### src/rtl/stick_sync_pkg.sv
`default_nettype none
// ============================================================================
//  Module      : stick_sync_pkg
//  Description : Shared types and default constants for the external sync
//                conditioner (state encoding, default qualification width,
//                hold-off length and counter widths).
//  Revision    : 1.0  initial release
// ============================================================================
package stick_sync_pkg;

   // Conditioner FSM states, explicit 2-bit encoding.
   typedef enum logic [1:0] {
      ST_IDLE    = 2'd0,
      ST_QUALIFY = 2'd1,
      ST_HOLDOFF = 2'd2
   } state_e;

   // Default qualification width: consecutive high synchronised samples.
   localparam int unsigned MIN_WIDTH_DEF = 8;
   // Default hold-off window after an accepted sync, in sys_clk cycles.
   localparam int unsigned HOLDOFF_DEF   = 1000;
   // Default event counter width.
   localparam int unsigned CNT_W_DEF     = 16;
   // Default period counter width.
   localparam int unsigned PER_W_DEF     = 32;

endpackage : stick_sync_pkg
`default_nettype wire

### src/rtl/sync_2ff.sv
`default_nettype none
// ============================================================================
//  Module      : sync_2ff
//  Description : Single-bit two-flop synchroniser. Brings an asynchronous
//                level into the clk_i domain. Reusable wherever one
//                asynchronous control bit must be sampled.
//  Ports       : clk_i  - destination clock
//                rst_i  - synchronous active-high reset (clears both flops)
//                d_i    - asynchronous input level
//                q_o    - synchronised level (second flop)
//  Revision    : 1.0  initial release
// ============================================================================
module sync_2ff (
   input  logic clk_i,
   input  logic rst_i,
   input  logic d_i,
   output logic q_o
);

   logic s1_q;   // first stage, may go metastable
   logic s2_q;   // second stage, safe to use in logic

   always_ff @(posedge clk_i) begin
      if (rst_i) begin
         s1_q <= 1'b0;
         s2_q <= 1'b0;
      end else begin
         s1_q <= d_i;
         s2_q <= s1_q;
      end
   end

   assign q_o = s2_q;

endmodule : sync_2ff
`default_nettype wire

### src/rtl/stick_sync_cond.sv
`default_nettype none
// ============================================================================
//  Module      : stick_sync_cond
//  Description : External sync conditioner. Synchronises the raw sync line,
//                rejects glitches shorter than MIN_WIDTH samples, enforces a
//                hold-off window after each accepted sync and emits one
//                single-cycle pulse per accepted event. Also keeps status
//                counters and the period between accepted syncs.
//  Ports       : sys_clk       - system clock (100 MHz)
//                rst           - synchronous active-high reset
//                i_sync_raw    - asynchronous raw sync line
//                i_enable      - qualification enable
//                o_sync        - single-cycle accepted-sync pulse
//                o_busy        - high whenever the FSM is not IDLE
//                o_sync_cnt    - accepted syncs (wraps)
//                o_glitch_cnt  - pulses dropped before qualifying (saturates)
//                o_reject_cnt  - rising edges during hold-off (saturates)
//                o_period      - cycles between the last two accepted syncs
//                o_period_vld  - two syncs accepted since reset
//  Revision    : 1.0  initial release
// ============================================================================
module stick_sync_cond
   import stick_sync_pkg::*;
#(
   parameter int unsigned MIN_WIDTH = MIN_WIDTH_DEF,
   parameter int unsigned HOLDOFF   = HOLDOFF_DEF,
   parameter int unsigned CNT_W     = CNT_W_DEF,
   parameter int unsigned PER_W     = PER_W_DEF
) (
   input  logic             sys_clk,
   input  logic             rst,
   input  logic             i_sync_raw,
   input  logic             i_enable,
   output logic             o_sync,
   output logic             o_busy,
   output logic [CNT_W-1:0] o_sync_cnt,
   output logic [CNT_W-1:0] o_glitch_cnt,
   output logic [CNT_W-1:0] o_reject_cnt,
   output logic [PER_W-1:0] o_period,
   output logic             o_period_vld
);

   // -------------------------------------------------------------------------
   // Counter widths. Qualification counter must hold MIN_WIDTH itself; the
   // hold-off counter only needs to reach HOLDOFF-1, where it parks.
   // -------------------------------------------------------------------------
   localparam int unsigned QW = (MIN_WIDTH < 1) ? 1 : $clog2(MIN_WIDTH + 1);
   localparam int unsigned HW = (HOLDOFF   < 2) ? 1 : $clog2(HOLDOFF + 1);

   localparam logic [QW-1:0] C_MIN_WIDTH = QW'(MIN_WIDTH);
   localparam logic [HW-1:0] C_HOLD_LAST = (HOLDOFF == 0) ? '0 : HW'(HOLDOFF - 1);
   localparam logic [QW-1:0] C_Q_ONE     = QW'(1);

   // -------------------------------------------------------------------------
   // Synchroniser and edge detect
   // -------------------------------------------------------------------------
   logic s2;
   logic s2_d_q;
   logic rise;

   sync_2ff u_sync_2ff (
      .clk_i (sys_clk),
      .rst_i (rst),
      .d_i   (i_sync_raw),
      .q_o   (s2)
   );

   assign rise = s2 & ~s2_d_q;

   // -------------------------------------------------------------------------
   // State and counters
   // -------------------------------------------------------------------------
   state_e           state_q, state_d;
   logic [QW-1:0]    q_cnt_q, q_cnt_d;
   logic [HW-1:0]    h_cnt_q, h_cnt_d;

   logic             accept;     // QUALIFY -> HOLDOFF this cycle
   logic             glitch;     // QUALIFY -> IDLE on a dropped pulse
   logic             reject;     // rising edge while in hold-off

   logic             sync_q;
   logic             busy_q;
   logic [CNT_W-1:0] sync_cnt_q;
   logic [CNT_W-1:0] glitch_cnt_q;
   logic [CNT_W-1:0] reject_cnt_q;
   logic [PER_W-1:0] per_cnt_q;
   logic [PER_W-1:0] period_q;
   logic             seen_one_q; // at least one accept since reset
   logic             period_vld_q;

   // -------------------------------------------------------------------------
   // Next-state / event decode
   // -------------------------------------------------------------------------
   always_comb begin
      state_d = state_q;
      q_cnt_d = q_cnt_q;
      h_cnt_d = h_cnt_q;
      accept  = 1'b0;
      glitch  = 1'b0;
      reject  = 1'b0;

      unique case (state_q)
         ST_IDLE: begin
            if (s2) begin
               state_d = ST_QUALIFY;
               q_cnt_d = C_Q_ONE;
            end
         end

         ST_QUALIFY: begin
            // Once MIN_WIDTH high samples have been counted the event is
            // qualified; the level on this cycle no longer matters.
            if (q_cnt_q >= C_MIN_WIDTH) begin
               accept  = 1'b1;
               state_d = ST_HOLDOFF;
               h_cnt_d = '0;
            end else if (s2) begin
               q_cnt_d = q_cnt_q + 1'b1;
            end else begin
               glitch  = 1'b1;
               state_d = ST_IDLE;
            end
         end

         ST_HOLDOFF: begin
            // Park at the terminal count so the counter never wraps while a
            // line is held high past the window.
            if (h_cnt_q < C_HOLD_LAST) begin
               h_cnt_d = h_cnt_q + 1'b1;
            end
            reject = rise;
            // Requiring the line low means a level still held high after the
            // window cannot re-trigger the conditioner.
            if ((h_cnt_q >= C_HOLD_LAST) && !s2) begin
               state_d = ST_IDLE;
            end
         end

         default: begin
            state_d = ST_IDLE;
         end
      endcase

      // Disabled: park in IDLE and let no event reach the counters.
      if (!i_enable) begin
         state_d = ST_IDLE;
         accept  = 1'b0;
         glitch  = 1'b0;
         reject  = 1'b0;
      end
   end

   // -------------------------------------------------------------------------
   // Registers
   // -------------------------------------------------------------------------
   always_ff @(posedge sys_clk) begin
      if (rst) begin
         state_q      <= ST_IDLE;
         q_cnt_q      <= '0;
         h_cnt_q      <= '0;
         s2_d_q       <= 1'b0;
         sync_q       <= 1'b0;
         busy_q       <= 1'b0;
         sync_cnt_q   <= '0;
         glitch_cnt_q <= '0;
         reject_cnt_q <= '0;
         per_cnt_q    <= '0;
         period_q     <= '0;
         seen_one_q   <= 1'b0;
         period_vld_q <= 1'b0;
      end else begin
         state_q <= state_d;
         q_cnt_q <= q_cnt_d;
         h_cnt_q <= h_cnt_d;
         s2_d_q  <= s2;
         sync_q  <= accept;
         busy_q  <= (state_d != ST_IDLE);

         // Period counter free-runs regardless of enable; on accept it is
         // captured and restarted at 1 so the captured value is the exact
         // edge-to-edge distance between accepts.
         if (accept) begin
            period_q   <= per_cnt_q;
            per_cnt_q  <= {{(PER_W-1){1'b0}}, 1'b1};
            seen_one_q <= 1'b1;
            if (seen_one_q) begin
               period_vld_q <= 1'b1;
            end
         end else if (per_cnt_q != {PER_W{1'b1}}) begin
            per_cnt_q <= per_cnt_q + 1'b1;
         end

         if (accept) begin
            sync_cnt_q <= sync_cnt_q + 1'b1;
         end
         if (glitch && (glitch_cnt_q != {CNT_W{1'b1}})) begin
            glitch_cnt_q <= glitch_cnt_q + 1'b1;
         end
         if (reject && (reject_cnt_q != {CNT_W{1'b1}})) begin
            reject_cnt_q <= reject_cnt_q + 1'b1;
         end
      end
   end

   // -------------------------------------------------------------------------
   // Outputs
   // -------------------------------------------------------------------------
   assign o_sync       = sync_q;
   assign o_busy       = busy_q;
   assign o_sync_cnt   = sync_cnt_q;
   assign o_glitch_cnt = glitch_cnt_q;
   assign o_reject_cnt = reject_cnt_q;
   assign o_period     = period_q;
   assign o_period_vld = period_vld_q;

endmodule : stick_sync_cond
`default_nettype wire

### config.mk
export PLATFORM = sky130hd
export DESIGN_NAME = stick_sync_cond
export DESIGN_NICKNAME = d
export VERILOG_FILES = /design/src/rtl/stick_sync_pkg.sv /design/src/rtl/sync_2ff.sv /design/src/rtl/stick_sync_cond.sv
export SDC_FILE = /design/constraint.sdc
export NUM_CORES = 1
export LEC_CHECK = 0
export CAP_MARGIN = 20
export CORE_UTILIZATION = 40
export CTS_CLUSTER_SIZE = 40
export DETAILED_ROUTE_END_ITERATION = 6
export SLEW_MARGIN = 20
export SYNTH_ARGS = -nofsm -noshare
export SYNTH_HDL_FRONTEND = slang
export SYNTH_SLANG_ARGS = --single-unit
### constraint.sdc
create_clock -name sys_clk -period 5.2 [get_ports sys_clk]
set_clock_uncertainty 0.05 [all_clocks]
set_input_delay 0.52 -clock sys_clk [delete_from_list [all_inputs] [get_ports sys_clk]]
set_output_delay 0.52 -clock sys_clk [all_outputs]
set_load 0.02 [all_outputs]
==> results of run 1 <==
per-layer routing:
layer	part of all wire, %	vias up
met3	6.2	21
met1	48	2463
met2	44	118
met5	0	-
li1	-	2644
met4	1.3	0
power by group:
group | switching (uW) | leakage [uW] | total, uW | internal (uW)
Sequential | 4.45 | 0.00109 | 1040 | 1040
Clock | 436 | 0.000292 | 1190 | 751
Combinational | 24.9 | 0.00112 | 34.5 | 9.52
Total | 465 | 0.00250 | 2260 | 1800
area by class of cell:
cell class | instances | area (sq um) | area share, %
Clock buffer | 23 | 488 | 6.48
Inverter | 15 | 56.3 | 0.748
Tap cell | 184 | 230 | 3.06
Clock inverter | 9 | 97.6 | 1.30
Timing Repair Buffer | 90 | 883 | 11.7
Multi-Input combinational cell | 531 | 3070 | 40.8
Sequential cell | 135 | 2700 | 35.9
synthesized netlist by cell type (all sizes together):
master	instances	area [sq um]
a221oi	1	8.76
nor2	81	304
xnor2	33	289
o21bai	2	15.0
o311ai	1	8.76
nor4	6	58.8
and2	4	25.0
o21ai	20	100
inv	15	56.3
o2111ai	3	26.3
nand3	37	185
a21boi	2	15.0
nand2b	4	25.0
a211o	1	8.76
o211a	1	10.0
ha	11	138
mux2i	8	80.1
xor2	22	193
or2	3	18.8
nor3	19	95.1
and4bb	1	12.5
nand2	106	398
or3	21	136
or4	3	22.5
o41ai	3	26.3
o31ai	4	30.0
buf	11	57.6
a22oi	2	15.0
and4	5	46.3
a21oi	57	285
nand4b	1	8.76
a31o	2	17.5
nor2b	4	25.0
nand4	18	119
o311a	1	10.0
clkbuf	23	96.3
nor3b	3	22.5
dfxtp	135	2700
a31oi	8	50.1
o211ai	4	30.0
a211oi	8	60.1
a311oi	1	8.76
o22a	1	8.76
and3	17	109
a2111oi	2	23.8
flip-flops by register name, indices dropped and copies added (netlist names), 2 cells and up:
name and cells:
h_cnt_q 10, o_glitch_cnt 16, o_period 32, o_reject_cnt 16, o_sync_cnt 16, per_cnt_q 32
q_cnt_q 4, state_q 2
kinds of logic after synthesis:
| family | count (synthesis) |
|---|---|
| adder cells (fa/ha/maj) | 11 |
| buffers and inverters | 49 |
| flip-flops | 135 |
| XOR/XNOR | 55 |
| AO/OA/AOI/OAI | 124 |
| AND/OR/NAND/NOR | 333 |
| multiplexers | 8 |
how the worst min path moves through the flow:
| stage | cells past startpoint | startpoint | to |
|---|---|---|---|
| 2_1_floorplan | 1 | u_sync_2ff.s1_q | u_sync_2ff.q_o |
| 3_3_place_gp | 2 | o_period[18] | o_period[18] |
| 3_5_place_dp | 2 | o_period[20] | o_period[20] |
| 4_1_cts | 2 | o_period[20] | o_period[20] |
| 5_1_grt | 2 | o_period[19] | o_period[19] |
| 6_report | 2 | o_period[15] | o_period[15] |
worst max-delay path, cell delays in order, from the launching register on:
cell and delay (ns):
sky130_fd_sc_hd__dfxtp_1 0.34, sky130_fd_sc_hd__inv_1 0.11, sky130_fd_sc_hd__ha_1 0.40, sky130_fd_sc_hd__and3_2 0.78
sky130_fd_sc_hd__and3_1 0.39, sky130_fd_sc_hd__nand4_1 0.14, sky130_fd_sc_hd__xor2_1 0.16, sky130_fd_sc_hd__nor2_1 0.05
per-stage QoR:
stage	std cells	utilization (%)	worst slack [ns]	area [sq um]
after floorplan	715	-	3.15	5980
after global placement	954	47.5	2.46	6940
after detailed placement	954	47.5	2.39	6940
after CTS	986	51.6	2.61	7520
after global routing	987	51.6	2.41	7530
final	987	51.6	2.64	7530
==> results by group, run 1 <==
CTS
  • Maximum level of the CTS H-tree: 4
  • Post-CTS Setup Inserts: 0
  • Max Buffers Root-to-Sink: 2
  • Total clock sinks: 135
  • Number of gates given a new drive strength after cts: 0
  • Clock-pin slew of the registers on the worst-case setup and hold paths: 0.06 ns
  • CTS Hold Bufs: 0
  • CTS buffer count: 17
  • Latest clock arrival within the worst-skew pair: 0.42 ns
  • CTS tree: done
  • Buffer type at the clock tree root: sky130_fd_sc_hd__clkbuf_16

Routing
  • DRC violations left: 0
  • Avg WL per Cell: 13.8 um
  • Detailed router's first-iteration violation count: 305
  • Vias after detailed routing: 5246
  • Per-cell via count in the routed design: 5.32
  • Final wirelength: 13700 um
  • Remaining antenna violation count after routing: 0
  • 1st-pass router iterations: 4

Yosys
  • Syn Inst Count: 715
  • Mux contribution to synthesized area: 1.34%
  • Area share of fa/ha/maj cells after synthesis: 2.30%
  • Dominant combinational cell family by area after synthesis: simple AND/OR/NAND/NOR gates
  • Fraction of the yosys area taken by sequential cells: 45.2%
  • Post-synth cell types: 55
  • Flip-flop and latch count after synthesis: 135
  • Post-synth design cell area: 5980 sq um
  • Simple-gate portion of the synthesized area: 26.9%
  • Avg Cell Area, Syn: 8.37 sq um
  • Total of warnings raised by yosys: 0
  • Share of the synthesized area in compound gates (AO/OA/AOI/OAI): 12.7%
  • Post-synthesis xor/xnor area fraction: 8.05%
  • Synth Net Count: 730

Power and ir drop
  • Power per standard cell area: 301 nW/um^2
  • Standby leakage power: 0.00250 uW
  • PnR Total Power: 2260 uW
  • Maximum vdd drop: 0.000235 V

Timing
  • Fin Hold WS: 0.403 ns
  • Max Slew Vio Count: 0
  • Setup repair after global routing missed its margin: false
  • Least-Margin Pin Slew: 0.787 ns
  • Fin crit share: 49.3%
  • Fin crit period: 2.56 ns
  • Total negative slack: 0 ns
  • Peak clock frequency supported by timing: 0.390 GHz
  • Number of failing setup endpoints in the final timing report: 0
  • Final hold violation count: 0
  • Tightest slew margin relative to the limit: 46.8%

Finish
  • Number of antenna diodes: 0
  • Fraction of layout cells with a size suffix above 1: 6.10%
  • Leading cell type in the layout, fill and taps excluded: sky130_fd_sc_hd__dfxtp_1
  • Final net count: 805
  • Number of filler cells placed in the layout: 1377
  • Commonest cells after routing, fill and taps aside: sky130_fd_sc_hd__dfxtp_1 (135), sky130_fd_sc_hd__nand2_1 (106), sky130_fd_sc_hd__clkdlybuf4s50_1 (85)
  • Area growth from synthesis to layout: 25.8%

Setup path
  • Setup slack, reg-to-reg: 2.64 ns
  • Origin of the critical flop-to-flop path: state_q[1]
  • Critical path origin: state_q[1]
  • Crit path capture: o_sync_cnt[6]
  • Crit path kind: reg2reg
  • Endpoint kind of the worst setup timing path: register
  • Crit Path Max Fanout: 42
  • Data arrival time of the critical path: 2.80 ns
  • CP Data Required Time: 5.43 ns
  • R2R cell count: 7
  • Setup crit start kind: register
  • Reg2reg end: o_sync_cnt[6]

Die
  • Die width: 124 um
  • Initial standard-cell utilization of the core: 41.0%
  • Overall die height: 124 um
  • FP Rows: 44
  • Num ports: 87
  • Die ar.: 15400 sq um
  • Core outline area: 14600 sq um

Place
  • Detailed-placement wirelength estimate: 9040 um
  • Weighted congestion reported at the end of routability-driven placement: 0.836
  • Number of buffers added on ports: 86

Global route
  • Met2 demand-to-capacity share in global routing: 27.9%
  • Tot GR Track Use: 17.8%
  • Fraction of met1 tracks used by global routing: 22.5%
  • Number of global-route vias before repair: 4806
  • Global-route wire length before repair: 22600 um
  • GR met3 Demand/Resource: 7.17%
  • Number of antenna violations at the first check in global routing: 0
  • Busiest layer in global routing: met2
  • Pin count of the biggest net entering global routing: 70
  • Total grt overflow: 0

Outcome
  • Run status: completed

Min path
  • HP Class: reg2reg

Flow run
  • Maximum capacitance violations: 0
Power figures use the tool's default switching activity.
==> run 2: changes to the inputs <==
==> constraint.sdc (replaced) <==
create_clock -name sys_clk -period 2.5 [get_ports sys_clk]
set_clock_uncertainty 0.05 [all_clocks]
set_input_delay 0.25 -clock sys_clk [delete_from_list [all_inputs] [get_ports sys_clk]]
set_output_delay 0.25 -clock sys_clk [all_outputs]
set_load 0.02 [all_outputs]
==> results by group, run 2 (synthesized netlist as in run 1, its figures left out) <==
CTS
  • Max Buffers Root-to-Sink: 2 (unchanged)
  • CTS Hold Bufs: 0 (unchanged)
  • Post-CTS Setup Inserts: 0 (unchanged)
  • CTS buffer count: 17 (unchanged)
  • Clock-pin slew of the registers on the worst-case setup and hold paths: 0.06 ns (about the same)
  • Buffer type at the clock tree root: sky130_fd_sc_hd__clkbuf_16
  • Latest clock arrival within the worst-skew pair: 0.41 ns (about the same)
  • Total clock sinks: 135 (unchanged)
  • CTS tree: done
  • Maximum level of the CTS H-tree: 4 (unchanged)
  • Number of gates given a new drive strength after cts: 0 (unchanged)

Power and ir drop
  • Standby leakage power: 0.00259 uW (+3.5%)
  • PnR Total Power: 4990 uW (+120%)
  • Power per standard cell area: 649 nW/um^2 (+120%)
  • Maximum vdd drop: 0.000408 V (+74%)

Timing
  • Number of failing setup endpoints in the final timing report: 0 (unchanged)
  • Final hold violation count: 0 (unchanged)
  • Least-Margin Pin Slew: 0.576 ns (-0.211 ns)
  • Setup repair after global routing missed its margin: false
  • Peak clock frequency supported by timing: 0.453 GHz (+16%)
  • Max Slew Vio Count: 0 (unchanged)
  • Fin crit period: 2.21 ns (-0.354 ns)
  • Tightest slew margin relative to the limit: 60.6% (+14 points)
  • Total negative slack: 0 ns (unchanged)
  • Fin Hold WS: 0.241 ns (-0.162 ns)
  • Worst Setup Slack, final: 0.291 ns (-2.35 ns)
  • Fin crit share: 88.4% (+39 points)

Setup path
  • CP Data Required Time: 2.74 ns (-2.69 ns)
  • Crit path kind: reg2reg
  • Setup crit start kind: register
  • Crit Path Max Fanout: 13 (-69%)
  • Endpoint kind of the worst setup timing path: register
  • Data arrival time of the critical path: 2.45 ns (-0.35 ns)

Die
  • FP Rows: 44 (unchanged)
  • Die ar.: 15400 sq um (unchanged)
  • Num ports: 87 (unchanged)
  • Initial standard-cell utilization of the core: 41.0% (unchanged)
  • Die width: 124 um (unchanged)
  • Core outline area: 14600 sq um (unchanged)
  • Overall die height: 124 um (unchanged)

Global route
  • Total grt overflow: 0 (unchanged)
  • Number of global-route vias before repair: 4923 (+2.4%)
  • Global-route wire length before repair: 23300 um (+2.9%)
  • Tot GR Track Use: 18.2% (+0.34 points)
  • Pin count of the biggest net entering global routing: 36 (-49%)
  • Number of antenna violations at the first check in global routing: 0 (unchanged)

Place
  • Detailed-placement wirelength estimate: 9510 um (+5.1%)
  • Weighted congestion reported at the end of routability-driven placement: 0.838 (+0.24%)
  • Worst slack at placement: 0.288 ns (-2.10 ns)
  • Number of buffers added on ports: 86 (unchanged)

Routing
  • Detailed router's first-iteration violation count: 298 (-2.3%)
  • Per-cell via count in the routed design: 5.21 (-2.0%)
  • DRC violations left: 0 (unchanged)
  • 1st-pass router iterations: 6 (+2)
  • Remaining antenna violation count after routing: 0 (unchanged)
  • Vias after detailed routing: 5209 (-0.71%)
  • Final wirelength: 13500 um (-0.86%)
  • Avg WL per Cell: 13.5 um (-2.1%)

Finish
  • Area growth from synthesis to layout: 28.7%
  • Final Core Density: 52.8% (+1.2 points)
  • Leading cell type in the layout, fill and taps excluded: sky130_fd_sc_hd__dfxtp_1
  • Number of antenna diodes: 0 (unchanged)
  • Commonest cells after routing, fill and taps aside: sky130_fd_sc_hd__dfxtp_1 (135), sky130_fd_sc_hd__nand2_1 (106), sky130_fd_sc_hd__clkdlybuf4s50_1 (85)
  • Final net count: 818 (+1.6%)
  • Number of filler cells placed in the layout: 1297 (-5.8%)
  • Fraction of layout cells with a size suffix above 1: 7.72% (+1.6 points)

Flow run
  • Maximum capacitance violations: 0 (unchanged)

Outcome
  • Run status: completed

Min path
  • HP Class: in2reg
run 2: area by class of cell:
type / count / area [sq um] / area share [%]
flip-flops and latches: 135 / 2700 / 35.1
inverters: 15 / 56.3 / 0.732
clock inverters: 12 / 198 / 2.57
repair buffers: 103 / 983 / 12.8
well taps: 184 / 230 / 2.99
clock buffers: 20 / 457 / 5.93
multi-input cells: 531 / 3070 / 39.9
run 2: worst max-delay path: stages (launching register included):
cell,delay [ns]
sky130_fd_sc_hd__dfxtp_1,0.34
sky130_fd_sc_hd__inv_1,0.11
sky130_fd_sc_hd__ha_1,0.41
sky130_fd_sc_hd__and4bb_2,0.39
sky130_fd_sc_hd__nand4_1,0.25
sky130_fd_sc_hd__nor3_1,0.27
sky130_fd_sc_hd__mux2i_1,0.21
sky130_fd_sc_hd__nor2_1,0.06
run 2: path summary, 6_finish.rpt:
path                            cells past startpoint         start               end  slack (ns)
worst min register to register                      2  o_period[18]      o_period[18]        0.40
worst min-delay path                                2           rst            o_sync        0.24
worst max register to register                      7    state_q[1]  o_glitch_cnt[14]        0.29
worst max-delay path                                7    state_q[1]  o_glitch_cnt[14]        0.29
run 2: metal layers:
layer | track usage, % | up-vias | share of wire, %
li1 | - | 2669 | -
met1 | 23.6 | 2396 | 49
met2 | 28.4 | 120 | 44
met3 | 5.20 | 24 | 4.9
met4 | 7.09 | 0 | 2.0
met5 | 0 | - | 0
run 2: per-stage QoR:
| step | instance area [sq um] | std cells |
|---|---|---|
| after floorplan | 5980 | 715 |
| after global placement | 7040 | 968 |
| after detailed placement | 7040 | 968 |
| after CTS | 7700 | 1000 |
| after global routing | 7700 | 1000 |
| final | 7700 | 1000 |
run 2: where the power goes:
group	total, uW	internal [uW]	switching (uW)	leakage (uW)
Clock	2740	1820	923	0.000316
Combinational	78.6	25.1	53.5	0.00119
Sequential	2170	2160	9.99	0.00109
==> run 3: changes to the inputs <==
--- a/config.mk
+++ b/config.mk
@@ -6,9 +6,10 @@
 export NUM_CORES = 1
 export LEC_CHECK = 0
 export CAP_MARGIN = 20
-export CORE_UTILIZATION = 40
+export CORE_UTILIZATION = 54
 export CTS_CLUSTER_SIZE = 40
 export DETAILED_ROUTE_END_ITERATION = 6
+export PLACE_DENSITY = 0.79
 export SLEW_MARGIN = 20
 export SYNTH_ARGS = -nofsm -noshare
 export SYNTH_HDL_FRONTEND = slang
==> results by group, run 3 (synthesized netlist as in run 1, its figures left out) <==
Outcome
  • Run status: completed

Setup path
  • Highest cell delay on the worst timing path: 0.45 ns (+0.04 ns)
  • Ordered cell list for the critical path: inv_1 > ha_1 > and4bb_2 > nand2_1 > a2111oi_2 > xnor2_1 > nor2_1
  • Data arrival time of the critical path: 2.61 ns (+0.16 ns)
  • Setup crit start kind: register
  • Endpoint kind of the worst setup timing path: register
  • Number of buffers and inverters on the critical path: 1 (unchanged)
  • Crit path kind: reg2reg
  • Standard cell with the maximum stage delay on the critical path: sky130_fd_sc_hd__a2111oi_2
  • Crit Path Max Fanout: 13 (unchanged)
  • CP Data Required Time: 2.85 ns (+0.11 ns)
  • Delay-heaviest family, CP: simple AND/OR/NAND/NOR gates

Min path
  • HP Class: in2reg

Power and ir drop
  • Maximum vdd drop: 0.000484 V (+18%)
  • Power per standard cell area: 662 nW/um^2 (+2.0%)
  • Standby leakage power: 0.00258 uW (-0.56%)

Finish
  • Fraction of layout cells with a size suffix above 1: 7.27% (-0.45 points)
  • Area growth from synthesis to layout: 27.5%
  • Final Core Density: 70.6% (+18 points)
  • Final net count: 814 (-0.49%)
  • Leading cell type in the layout, fill and taps excluded: sky130_fd_sc_hd__dfxtp_1
  • Final standard cell area without fillers: 7620 sq um (-0.93%)
  • Commonest cells after routing, fill and taps aside: sky130_fd_sc_hd__dfxtp_1 (135), sky130_fd_sc_hd__nand2_1 (106), sky130_fd_sc_hd__clkdlybuf4s50_1 (85)
  • Number of antenna diodes: 0 (unchanged)

CTS
  • Clock-pin slew of the registers on the worst-case setup and hold paths: 0.06 ns (about the same)
  • Number of gates given a new drive strength after cts: 0 (unchanged)
  • Post-CTS Setup Inserts: 0 (unchanged)
  • Maximum level of the CTS H-tree: 4 (unchanged)
  • CTS buffer count: 17 (unchanged)
  • Buffer type at the clock tree root: sky130_fd_sc_hd__clkbuf_8
  • Max Buffers Root-to-Sink: 2 (unchanged)
  • Latest clock arrival within the worst-skew pair: 0.53 ns (+0.12 ns)
  • Total clock sinks: 135 (unchanged)
  • CTS tree: done
  • CTS Hold Bufs: 0 (unchanged)

Global route
  • Number of antenna violations at the first check in global routing: 0 (unchanged)
  • Tot GR Track Use: 25.3% (+7.2 points)
  • Total grt overflow: 0 (unchanged)
  • Pin count of the biggest net entering global routing: 40 (+11%)
  • Number of global-route vias before repair: 5200 (+5.6%)
  • Global-route wire length before repair: 23300 um (+0.24%)

Timing
  • Least-Margin Pin Slew: 0.807 ns (+0.231 ns)
  • Setup repair after global routing missed its margin: false
  • Number of failing setup endpoints in the final timing report: 0 (unchanged)
  • Peak clock frequency supported by timing: 0.442 GHz (-2.3%)
  • Fin crit period: 2.26 ns (+0.0524 ns)
  • Max Slew Vio Count: 0 (unchanged)
  • Fin crit share: 90.5% (+2.1 points)
  • Fin Hold WS: 0.128 ns (-0.113 ns)
  • Tightest slew margin relative to the limit: 45.5% (-15 points)
  • Worst Setup Slack, final: 0.239 ns (-0.0524 ns)
  • Final hold violation count: 0 (unchanged)
  • Total negative slack: 0 ns (unchanged)

Routing
  • Remaining antenna violation count after routing: 0 (unchanged)
  • Per-cell via count in the routed design: 5.63 (+8.0%)
  • Avg WL per Cell: 14.5 um (+6.9%)
  • 1st-pass router iterations: 4 (-2)
  • Vias after detailed routing: 5358 (+2.9%)
  • Detailed router's first-iteration violation count: 309 (+3.7%)
  • Final wirelength: 13800 um (+1.8%)
  • DRC violations left: 0 (unchanged)

Place
  • Weighted congestion reported at the end of routability-driven placement: 0.866 (+3.3%)
  • Worst slack at placement: 0.290 ns (+0.00185 ns)
  • Detailed-placement wirelength estimate: 9170 um (-3.6%)
  • Number of buffers added on ports: 86 (unchanged)
  • Standard cell area after detailed placement: 6960 sq um (-1.2%)

Die
  • Core outline area: 10800 sq um (-26%)
  • Die width: 107 um (-14%)
  • Initial standard-cell utilization of the core: 55.4% (+14 points)
  • Die ar.: 11500 sq um (-26%)
  • Overall die height: 107 um (-14%)
  • Num ports: 87 (unchanged)
  • FP Rows: 38 (-14%)

Flow run
  • Maximum capacitance violations: 0 (unchanged)
run 3: worst reg2reg max path, stage by stage, from the launching register on:
cell and delay, ns:
sky130_fd_sc_hd__dfxtp_1 0.35, sky130_fd_sc_hd__inv_1 0.12, sky130_fd_sc_hd__ha_1 0.39, sky130_fd_sc_hd__and4bb_2 0.40, sky130_fd_sc_hd__nand2_1 0.18, sky130_fd_sc_hd__a2111oi_2 0.45
sky130_fd_sc_hd__xnor2_1 0.16, sky130_fd_sc_hd__nor2_1 0.05
run 3: power by group:
group | total (uW) | switching (uW) | internal, uW
Sequential | 2170 | 9.93 | 2160
Combinational | 75.9 | 52.8 | 23.1
Clock | 2800 | 926 | 1870
Total | 5050 | 989 | 4060
run 3: worst paths after layout:
| check | startpoint | end | slack (ns) | cells after the start |
|---|---|---|---|---|
| worst min register to register | o_period[18] | o_period[18] | 0.40 | 2 |
| worst max register to register | state_q[1] | o_glitch_cnt[15] | 0.24 | 7 |
| worst max-delay path | state_q[1] | o_glitch_cnt[15] | 0.24 | 7 |
| worst min-delay path | rst | h_cnt_q[1] | 0.13 | 2 |
run 3: area by class of cell:
class                      instances  area (sq um)
fill                             818          3170
multi-input combinational        531          3070
sequential                       135          2700
timing repair buffer              99           953
clock buffer                      20           445
clock inverter                    12           223
tap                              140           175
inverter                          15          56.3
run 3: metrics by stage:
step                instances  total power, uW
floorplan                 715             2270
global placement          920             2290
detailed placement        920             2290
CTS                       952             5080
global route              952             5200
finish                    952             5050
run 3: layer usage:
layer  GRT usage, %  wire, um
met5              0         0
met4           11.6       319
met3           6.54       713
met2           42.1      6610
met1           30.7      6150
